## src/rtl/i2s_capture_pkg.sv

```systemverilog
// rtl/i2s_capture_pkg.sv - register map, bit positions and pair type for the I2S ADC capture block
package i2s_capture_pkg;

  localparam logic [1:0] ADDR_DATA    = 2'd0;
  localparam logic [1:0] ADDR_STATUS  = 2'd1;
  localparam logic [1:0] ADDR_CONTROL = 2'd2;

  localparam int STAT_EMPTY_BIT  = 16;
  localparam int STAT_FULL_BIT   = 17;
  localparam int STAT_OVF_BIT    = 18;

  localparam int CTRL_ENABLE_BIT = 0;
  localparam int CTRL_FLUSH_BIT  = 1;

  typedef struct packed {
    logic [15:0] left;
    logic [15:0] right;
  } pair_t;

endpackage

```

## src/rtl/sync_fifo.sv

```systemverilog
// rtl/sync_fifo.sv - single-clock FIFO with flush and level count
// A push at full is accepted only when a pop happens in the same cycle; the head is read before the write lands.
module sync_fifo #(
  parameter int WIDTH = 32,
  parameter int DEPTH = 8,
  parameter int LVL_W = $clog2(DEPTH) + 1
) (
  input  logic             i_clk,
  input  logic             i_rst,
  input  logic             i_push,
  input  logic             i_pop,
  input  logic             i_flush,
  input  logic [WIDTH-1:0] i_wdata,
  output logic [WIDTH-1:0] o_rdata,
  output logic             o_full,
  output logic             o_empty,
  output logic [LVL_W-1:0] o_level
);

  localparam int AW = $clog2(DEPTH);

  logic [WIDTH-1:0] r_mem [DEPTH];
  logic [AW-1:0]    r_wr;
  logic [AW-1:0]    r_rd;
  logic [LVL_W-1:0] r_level;
  logic             w_do_push;
  logic             w_do_pop;

  assign o_full    = (r_level == LVL_W'(DEPTH));
  assign o_empty   = (r_level == '0);
  assign o_level   = r_level;
  assign o_rdata   = r_mem[r_rd];
  assign w_do_pop  = i_pop & ~o_empty;
  assign w_do_push = i_push & (~o_full | w_do_pop);

  always_ff @(posedge i_clk) begin
    if (w_do_push && !i_flush) begin
      r_mem[r_wr] <= i_wdata;
    end
  end

  always_ff @(posedge i_clk) begin
    if (i_rst || i_flush) begin
      r_wr    <= '0;
      r_rd    <= '0;
      r_level <= '0;
    end else begin
      if (w_do_push) r_wr <= r_wr + 1'b1;
      if (w_do_pop)  r_rd <= r_rd + 1'b1;
      case ({w_do_push, w_do_pop})
        2'b10:   r_level <= r_level + 1'b1;
        2'b01:   r_level <= r_level - 1'b1;
        default: r_level <= r_level;
      endcase
    end
  end

endmodule

```

## src/rtl/i2s_adc_capture.sv

```systemverilog
// rtl/i2s_adc_capture.sv - oversampled I2S ADC deserializer with stereo-pair FIFO behind an Avalon-MM slave
// Codec clocks are synchronized into clk_clk; only slots that start on an observed LRCK edge are captured.
module i2s_adc_capture
  import i2s_capture_pkg::*;
#(
  parameter int SAMPLE_W   = 16,
  parameter int FIFO_DEPTH = 8,
  parameter int LVL_W      = $clog2(FIFO_DEPTH) + 1
) (
  input  logic        clk_clk,
  input  logic        reset_reset,
  input  logic        aud_bclk,
  input  logic        aud_adclrck,
  input  logic        aud_adcdat,
  input  logic [1:0]  avs_address,
  input  logic        avs_read,
  output logic [31:0] avs_readdata,
  input  logic        avs_write,
  input  logic [31:0] avs_writedata,
  output logic        irq
);

  localparam int CNT_W = $clog2(SAMPLE_W + 1);
  localparam logic [CNT_W-1:0] CNT_MAX  = CNT_W'(SAMPLE_W);
  localparam logic [CNT_W-1:0] CNT_LAST = CNT_W'(SAMPLE_W - 1);
  localparam logic [LVL_W-1:0] IRQ_LVL  = LVL_W'(FIFO_DEPTH / 2);

  logic [2:0]          r_bclk_sync;
  logic [1:0]          r_lrck_sync;
  logic [1:0]          r_dat_sync;
  logic                r_lrck_q;
  logic [CNT_W-1:0]    r_bit_cnt;
  logic                r_chan;
  logic                r_slot_ok;
  logic [SAMPLE_W-1:0] r_shift;
  logic [SAMPLE_W-1:0] r_left;
  logic                r_left_valid;
  logic                r_enable;
  logic                r_overflow;

  logic                w_brise;
  logic                w_lrck;
  logic                w_dat;
  logic                w_active;
  logic                w_new_slot;
  logic                w_shift_en;
  logic [SAMPLE_W-1:0] w_shift_next;
  logic                w_word_done;
  logic                w_push;
  pair_t               w_pair;
  logic                w_wr_ctrl;
  logic                w_flush;
  logic                w_pop;
  logic [31:0]         w_head;
  logic                w_full;
  logic                w_empty;
  logic [LVL_W-1:0]    w_level;
  logic [31:0]         w_status;
  logic [31:0]         w_rdata_next;
  logic                w_unused_wdata;

  always_ff @(posedge clk_clk) begin
    if (reset_reset) begin
      r_bclk_sync <= '0;
      r_lrck_sync <= '0;
      r_dat_sync  <= '0;
    end else begin
      r_bclk_sync <= {r_bclk_sync[1:0], aud_bclk};
      r_lrck_sync <= {r_lrck_sync[0], aud_adclrck};
      r_dat_sync  <= {r_dat_sync[0], aud_adcdat};
    end
  end

  assign w_brise      = r_bclk_sync[1] & ~r_bclk_sync[2];
  assign w_lrck       = r_lrck_sync[1];
  assign w_dat        = r_dat_sync[1];
  assign w_active     = w_brise & r_enable;
  assign w_new_slot   = (w_lrck != r_lrck_q);
  assign w_shift_en   = w_active & ~w_new_slot & (r_bit_cnt < CNT_MAX);
  assign w_shift_next = SAMPLE_W'({r_shift, w_dat});
  assign w_word_done  = w_shift_en & r_slot_ok & (r_bit_cnt == CNT_LAST);
  assign w_push       = w_word_done & r_chan & r_left_valid;
  assign w_pair       = {16'(r_left), 16'(w_shift_next)};

  // The bit on the LRCK-change edge belongs to the previous slot (I2S one-BCLK delay).
  always_ff @(posedge clk_clk) begin
    if (reset_reset) begin
      r_lrck_q     <= 1'b0;
      r_bit_cnt    <= '0;
      r_chan       <= 1'b0;
      r_slot_ok    <= 1'b0;
      r_shift      <= '0;
      r_left       <= '0;
      r_left_valid <= 1'b0;
    end else begin
      if (w_brise) r_lrck_q <= w_lrck;
      if (!r_enable) begin
        r_bit_cnt    <= '0;
        r_slot_ok    <= 1'b0;
        r_left_valid <= 1'b0;
      end else if (w_active) begin
        if (w_new_slot) begin
          r_bit_cnt <= '0;
          r_chan    <= w_lrck;
          r_slot_ok <= 1'b1;
        end else if (w_shift_en) begin
          r_shift   <= w_shift_next;
          r_bit_cnt <= r_bit_cnt + 1'b1;
          if (w_word_done) begin
            r_slot_ok <= 1'b0;
            if (!r_chan) begin
              r_left       <= w_shift_next;
              r_left_valid <= 1'b1;
            end else begin
              r_left_valid <= 1'b0;
            end
          end
        end
      end
      if (w_flush) r_left_valid <= 1'b0;
    end
  end

  sync_fifo #(
    .WIDTH (32),
    .DEPTH (FIFO_DEPTH),
    .LVL_W (LVL_W)
  ) u_fifo (
    .i_clk   (clk_clk),
    .i_rst   (reset_reset),
    .i_push  (w_push),
    .i_pop   (w_pop),
    .i_flush (w_flush),
    .i_wdata (w_pair),
    .o_rdata (w_head),
    .o_full  (w_full),
    .o_empty (w_empty),
    .o_level (w_level)
  );

  assign w_wr_ctrl      = avs_write & (avs_address == ADDR_CONTROL);
  assign w_flush        = w_wr_ctrl & avs_writedata[CTRL_FLUSH_BIT];
  assign w_pop          = avs_read & (avs_address == ADDR_DATA) & ~w_empty;
  assign w_unused_wdata = ^avs_writedata[31:2];

  always_comb begin
    w_status                 = '0;
    w_status[LVL_W-1:0]      = w_level;
    w_status[STAT_EMPTY_BIT] = w_empty;
    w_status[STAT_FULL_BIT]  = w_full;
    w_status[STAT_OVF_BIT]   = r_overflow;
  end

  always_comb begin
    w_rdata_next = '0;
    case (avs_address)
      ADDR_DATA:    w_rdata_next = w_empty ? 32'd0 : w_head;
      ADDR_STATUS:  w_rdata_next = w_status;
      ADDR_CONTROL: w_rdata_next = {31'd0, r_enable};
      default:      w_rdata_next = '0;
    endcase
  end

  always_ff @(posedge clk_clk) begin
    if (reset_reset) begin
      r_enable     <= 1'b0;
      r_overflow   <= 1'b0;
      avs_readdata <= '0;
      irq          <= 1'b0;
    end else begin
      if (w_wr_ctrl) r_enable <= avs_writedata[CTRL_ENABLE_BIT];
      if (w_flush) begin
        r_overflow <= 1'b0;
      end else if (w_push && w_full && !w_pop) begin
        r_overflow <= 1'b1;
      end
      avs_readdata <= avs_read ? w_rdata_next : 32'd0;
      irq          <= r_enable & (w_level >= IRQ_LVL);
    end
  end

endmodule
```

## config.mk

```make
export PLATFORM = sky130hd
export DESIGN_NAME = i2s_adc_capture
export DESIGN_NICKNAME = d
export VERILOG_FILES = /design/src/rtl/i2s_capture_pkg.sv /design/src/rtl/sync_fifo.sv /design/src/rtl/i2s_adc_capture.sv
export SDC_FILE = /design/constraint.sdc
export NUM_CORES = 1
export LEC_CHECK = 0
export ABC_CLOCK_PERIOD_IN_PS = 6530
export CORE_ASPECT_RATIO = 0.9
export CORE_MARGIN = 8
export CORE_UTILIZATION = 50
export CTS_BUF_LIST = sky130_fd_sc_hd__clkbuf_8
export DETAILED_ROUTE_END_ITERATION = 6
export GPL_TIMING_DRIVEN = 0
export PLACE_DENSITY = 0.69
export SETUP_SLACK_MARGIN = 0.1
export SKIP_CTS_REPAIR_TIMING = 1
export SLEW_MARGIN = 20
export SYNTH_ARGS = -nofsm -noshare
export SYNTH_HDL_FRONTEND = slang
export SYNTH_SLANG_ARGS = --single-unit
```

## constraint.sdc

```tcl
create_clock -name clk_clk -period 6.53 [get_ports clk_clk]
set_clock_uncertainty 0.1 [all_clocks]
set_input_delay 1.6325 -clock clk_clk [delete_from_list [all_inputs] [get_ports clk_clk]]
set_output_delay 1.6325 -clock clk_clk [all_outputs]
set_load 0.01 [all_outputs]
```

### Yosys cells after proc, flatten, opt, wreduce, memory -nomap -nowiden

Memory sizes are Yosys's and may differ from the RTL's. A register that Yosys moved wholly into a read port is not among the register bits.
Index checks and enable logic that the tools add are counted.

| cells by class | value |
|---|---|
| add/subtract/negate cells | 5 |
| order comparisons | 2 |
| equal/unequal tests | 7 |
| multiplexer cells | 13 |
| bitwise logic cells | 23 |
| reduce and logical (&&, ||, !) cells | 21 |

Operators with widths:

| operator | count |
|---|---|
| case mux 32 bit (3 select lines) | 1 |
| two-way mux 32 bit | 1 |
| AND 1 bit | 15 |
| two-way mux 5 bit | 2 |
| case mux 4 bit (2 select lines) | 1 |
| AND reduction 4 bit | 2 |
| inverter 1 bit | 7 |
| adder 3 x 1 -> 3 bit (second input constant) | 2 |
| two-way mux 1 bit | 6 |
| two-way mux 3 bit | 2 |
| AND reduction 3 bit | 2 |
| AND reduction 6 bit | 1 |
| nonzero test 2 bit | 3 |
| OR reduction 2 bit | 3 |
| adder 5 x 1 -> 5 bit (second input constant) | 1 |
| == test 5 x 4 -> 1 bit (second input constant) | 1 |
| less-than comparator 5 bit (second input constant) | 1 |
| adder 4 x 1 -> 4 bit (second input constant) | 1 |
| == test 2 x 1 -> 1 bit (second input constant) | 2 |
| == test 2 bit (second input constant) | 2 |
| == test 4 bit (second input constant) | 1 |
| >= comparator 4 x 3 -> 1 bit (second input constant) | 1 |
| logical NOT 4 bit | 1 |
| subtractor 4 x 1 -> 4 bit (second input constant) | 1 |
| 8 further kinds | 11 |

| word-level totals | value |
|---|---|
| flip-flop bits (word level) | 92 |
| RAM bits | 256 |
| input bits | 41 |
| output and inout bits | 33 |
| word-level logic and storage cells | 89 |
| memories kept | 1 |

Memories:

| memory | depth | bits a word | read ports | clocked after memory_dff | write ports | line | text |
|---|---|---|---|---|---|---|---|
| u_fifo.r_mem | 8 | 32 | 1 | 1 | 1 | sync_fifo.sv:22 | `logic [WIDTH-1:0] r_mem [DEPTH];` |

### Depth between registers and ports, before layout

| depth | value |
|---|---|
| depth in word-level cells | 13 |
| gate-level depth with buffers | 13 |
| gate-level depth less buffers | 13 |

### Modules after synthesis

From an unflattened synthesis, not the netlist that was laid out.

| second synthesis, totals | value |
|---|---|
| cell total of the unflattened synthesis | 767 |
| area total of the unflattened synthesis | 13555.5 µm² |

Modules (own cells, without submodules):

| module | instances | cells each | area each (µm²) | sequential area each (µm²) |
|---|---|---|---|---|
| sync_fifo | 1 | 457 | 10543.9 | 7947.6 |
| i2s_adc_capture | 1 | 310 | 3011.6 | 1641.6 |

### Worst setup path after synthesis

No wires, ideal clock.

| timing path | value |
|---|---|
| path type | input -> register |
| start | in avs_address[0] |
| end | mem u_fifo.r_mem[0][0] (enable) |
| setup time | 461 ps |
| data arrival time | 4939 ps |
| required time | 5969 ps |
| slack | 1030 ps |
| stages | 5 |
| buffers on the path | 1 |
| cell sequence | clkbuf_1 nor2_1 a21boi_1 or4_4 nor3_1 |

| on the way | value |
|---|---|
| longest elaborated chain between the ends | 9 |
| elaborated cells on any way between the ends | 13 |
| classes of those cells | eq/ne (1); mux (2); bitwise (7); reduce/logical (3) |

Ends and longest elaborated chain:

| what | line | text |
|---|---|---|
| start: declaration | i2s_adc_capture.sv:15 | `input logic [1:0] avs_address,` |
| logical NOT 2 bit | i2s_adc_capture.sv:143 | `assign w_pop = avs_read & (avs_address == ADDR_DATA) & ~w_empty;` |
| AND 1 bit (2 in series) | i2s_adc_capture.sv:143 |  |
| AND 1 bit | sync_fifo.sv:33 | `assign w_do_pop = i_pop & ~o_empty;` |
| bitwise OR 1 bit | sync_fifo.sv:34 | `assign w_do_push = i_push & (~o_full \| w_do_pop);` |
| AND 1 bit | sync_fifo.sv:34 |  |
| logical AND 1 bit * | sync_fifo.sv:37 | `if (w_do_push && !i_flush) begin` |
| two-way mux 1 bit * | sync_fifo.sv:37 |  |
| two-way mux 1 bit (implied by the code) * | sync_fifo.sv:38 | `r_mem[r_wr] <= i_wdata;` |
| end: declaration | sync_fifo.sv:22 |  |

Every way passes the cells marked *; elsewhere a longest branch is shown, timed or not.

### Worst setup path after layout

| timing path | value |
|---|---|
| start | in avs_address[1] |
| end | mem u_fifo.r_mem[0][24] (enable) |

Same word-level chain as after synthesis.

==> results.md <==
* Status: finished, final reports clean
* Worst hold start: r_dat_sync[0]$_SDFF_PP0_
* FMAX at 233 MHz
* NumNets Final at 911
* Seq/Total Area, Yosys at 74.1%
* Final WS setup at 2.24 ns
* R2r setup slk at 2.72 ns
* Routed WL at 25100 µm
* Inst Count DP at 1154
* Via-to-Cell Ratio at 5.39
* IO buf count at 41
* Post-route cell area at 15100 µm²
* DR WL met3 at 1640 µm
* Worst R2R End: u_fifo.r_mem[0][24]$_DFFE_PP_
* Hold Path Cell Cnt at 1
* Starting density of the core at 50.3%
* Asr flop ratio synth at 0%
* Layout area overhead at 16.8%
* MaxCap Viol Count at 0
* Crit start category: primary input
* Final setup fails at 0
* Crit. End Element: flop
* CTS Buffer Depth at 3
* Min cycle time layout at 4.29 ns
* Power density over the cells at 270 nW/µm²
* M1 wire length at 11300 µm
* Vias in the first global route at 6718
* Slew @ Worst Pin at 0.956 ns
* Cells on worst reg2reg path at 10
* Drt pass-1 iters at 5
* Largest net degree at the start of global routing at 20
* Synthesized area per cell at 17.2 µm²
* Worst-skew pair later-pin latency at 0.58 ns
* Main synth FF type: edfxtp_1
* Die Span Y at 169 µm
* Layout cell share with drive strength beyond 1 at 20.3%
* Reg2reg start: r_bit_cnt[0]$_SDFFE_PP0P_
* Number of buffers created by CTS at 54
* Yosys reg bits at 351
* Routed len/inst at 20.0 µm
* Global-route wire length before repair at 39300 µm
* Required @ worst endpoint at 6.72 ns
* Most area-consuming cells after synthesis: edfxtp_1 59%, dfxtp_1 15%, mux4_2 11%
* Leak at 4.93 nW
* Top-area cell type share of the netlist area at 59.4%
* Cell variety after synth at 47
* TritonCTS clock tree: yes
* EDFF count, synth at 256
* Non-Filler Instances at 1254
* Fill count at 1970
* Worst hold margin at 0.337 ns
* Gate Count Post-Synth at 752
* Floorplan core area at 25700 µm²
* Placed cell areas at 14100 µm²
* GRT Overall Usage at 16.4%
* Synth area leader: edfxtp_1
* ANT cells at 0
* Setup CP Type: in -> reg
* Tcrit/Tclk final at 65.6%
* CTS H-tree lvls at 2
* Worst-path maximum fanout at 8
* Antenna viol nets, final at 0
* Hpwl dp at 16200 µm
* Worst hold path type: reg -> reg
* Fin. Hold Viols at 0
* Die Wd at 186 µm
* CTS Root Cell: clkbuf_8
* Initial antenna violation count at 0
* Top Layer Used: met4
* Dpl ws at 1.61 ns
* Unrepaired setup endpoints after global routing: false
* Worst endpoint data arrival time at 4.47 ns
* RePlAce Congestion at 0.756
* Worst IR drop on VDD at 0.000154 V
* Row Count at 56
* GR Overflow Total at 0
* Initial DRC Count at 494
* Syn nets at 801
* Sink Count at 351
* Yosys Warn Count at 0
* Most common cell after layout, fill and taps aside: edfxtp_1
* Drt drc at 0
* Routed wl met2 at 11700 µm
* Commonest cells after routing, fill and taps aside: 256 x edfxtp_1, 95 x dfxtp_1, 72 x nand2_1
* Slew HR at 36.3%
* Cell area after synthesis at 12900 µm²
* Reg clk slew, reported paths at 0.06 ns
* Final Max Tran Viols at 0
* Die area at 31300 µm²
* Via count at 6759
* End of the worst hold path: r_dat_sync[1]$_SDFF_PP0_
* I/O pins at 74
## worst max path at each step
stage                                     to  cells after the start      startpoint  slack, ns
6_report       u_fifo.r_mem[0][24]$_DFFE_PP_                      8  avs_address[1]       2.24
5_1_grt        u_fifo.r_mem[0][24]$_DFFE_PP_                      8  avs_address[1]       2.14
4_1_cts        u_fifo.r_mem[0][24]$_DFFE_PP_                      8  avs_address[1]       2.22
3_5_place_dp   u_fifo.r_mem[0][24]$_DFFE_PP_                      8  avs_address[1]       1.61
3_3_place_gp   u_fifo.r_mem[0][21]$_DFFE_PP_                      5  avs_address[1]      -1.51
2_1_floorplan   u_fifo.r_mem[0][0]$_DFFE_PP_                      5  avs_address[0]       1.03
## power breakdown
part | switching (W) | internal (W) | total, W
Sequential | 0.00000170 | 0.00236 | 0.00236
Combinational | 0.0000135 | 0.00000884 | 0.0000223
Clock | 0.000813 | 0.000884 | 0.00170
## synthesized netlist by cell type (3+ instances only)
| cell type | n |
|---|---|
| buf_1 | 3 |
| dfxtp_1 | 95 |
| ha_1 | 7 |
| mux2i_1 | 32 |
| nor2_1 | 51 |
| edfxtp_1 | 256 |
| nand2b_1 | 4 |
| nand2_1 | 72 |
| mux4_2 | 64 |
| o21ai_1 | 4 |
| or4_1 | 3 |
| clkbuf_1 | 15 |
| nand3_1 | 9 |
| or3_1 | 3 |
| a21oi_1 | 47 |
| inv_1 | 7 |
| nor2b_1 | 10 |
| buf_2 | 18 |
| xor2_1 | 5 |
| o21ai_0 | 10 |
## per-layer routing
metal	vias to the layer above	global-route usage [%]
li1	3115	-
met1	3398	23.0
met2	198	25.7
met3	48	3.28
met4	0	5.35
met5	-	0
## final cells by class
class / count / area [µm²] / share of cell area, %
Buffer: 36 / 158 / 1.04
Clock buffer: 60 / 826 / 5.47
Clock inverter: 40 / 196 / 1.30
Inverter: 7 / 26.3 / 0.174
Multi-Input combinational cell: 358 / 3220 / 21.3
Sequential cell: 351 / 9590 / 63.5
Tap cell: 348 / 435 / 2.88
Timing Repair Buffer: 54 / 656 / 4.34
## critical path: stages
cell and delay [ns]:
clkdlybuf4s50_1 0.47, nor2_1 0.26, a21boi_1 0.22, or4_4 0.63
nor3_2 0.64, buf_6 0.24, buf_4 0.19, buf_6 0.16
## stage by stage
stage,TNS [ns],utilization [%],total power [W]
5_1_grt,0,58.7,0.00422
4_1_cts,0,58.7,0.00412
6_report,0,58.7,0.00408
2_1_floorplan,0,-,0.00242
3_5_place_dp,0,54.8,0.00243
3_3_place_gp,-48.22,53.6,0.00243
## logic make-up (layout without fill, tap and decap cells)
family / Yosys count / in the layout / share of synthesized area, %
flops: 351 / 351 / 74.1
simple gates: 176 / 176 / 6.54
mux: 98 / 98 / 13.8
compound gates: 71 / 71 / 2.96
buf+inv: 43 / 197 / 1.42
fa+ha+maj: 8 / 8 / 0.832
xor+xnor: 5 / 5 / 0.338
## sequential cells by signal, summed over array words and instances (netlist names), named ones only
name / flops
r_overflow: 1
r_lrck_sync: 2
u_fifo.r_mem: 256
u_fifo.r_wr: 3
r_shift: 15
r_slot_ok: 1
u_fifo.r_rd: 3
r_lrck_q: 1
r_dat_sync: 2
avs_readdata: 32
irq: 1
u_fifo.o_level: 4
r_left: 16
r_bit_cnt: 5
r_left_valid: 1
r_chan: 1
r_enable: 1
r_bclk_sync: 3
Power figures use the tool's default switching activity.
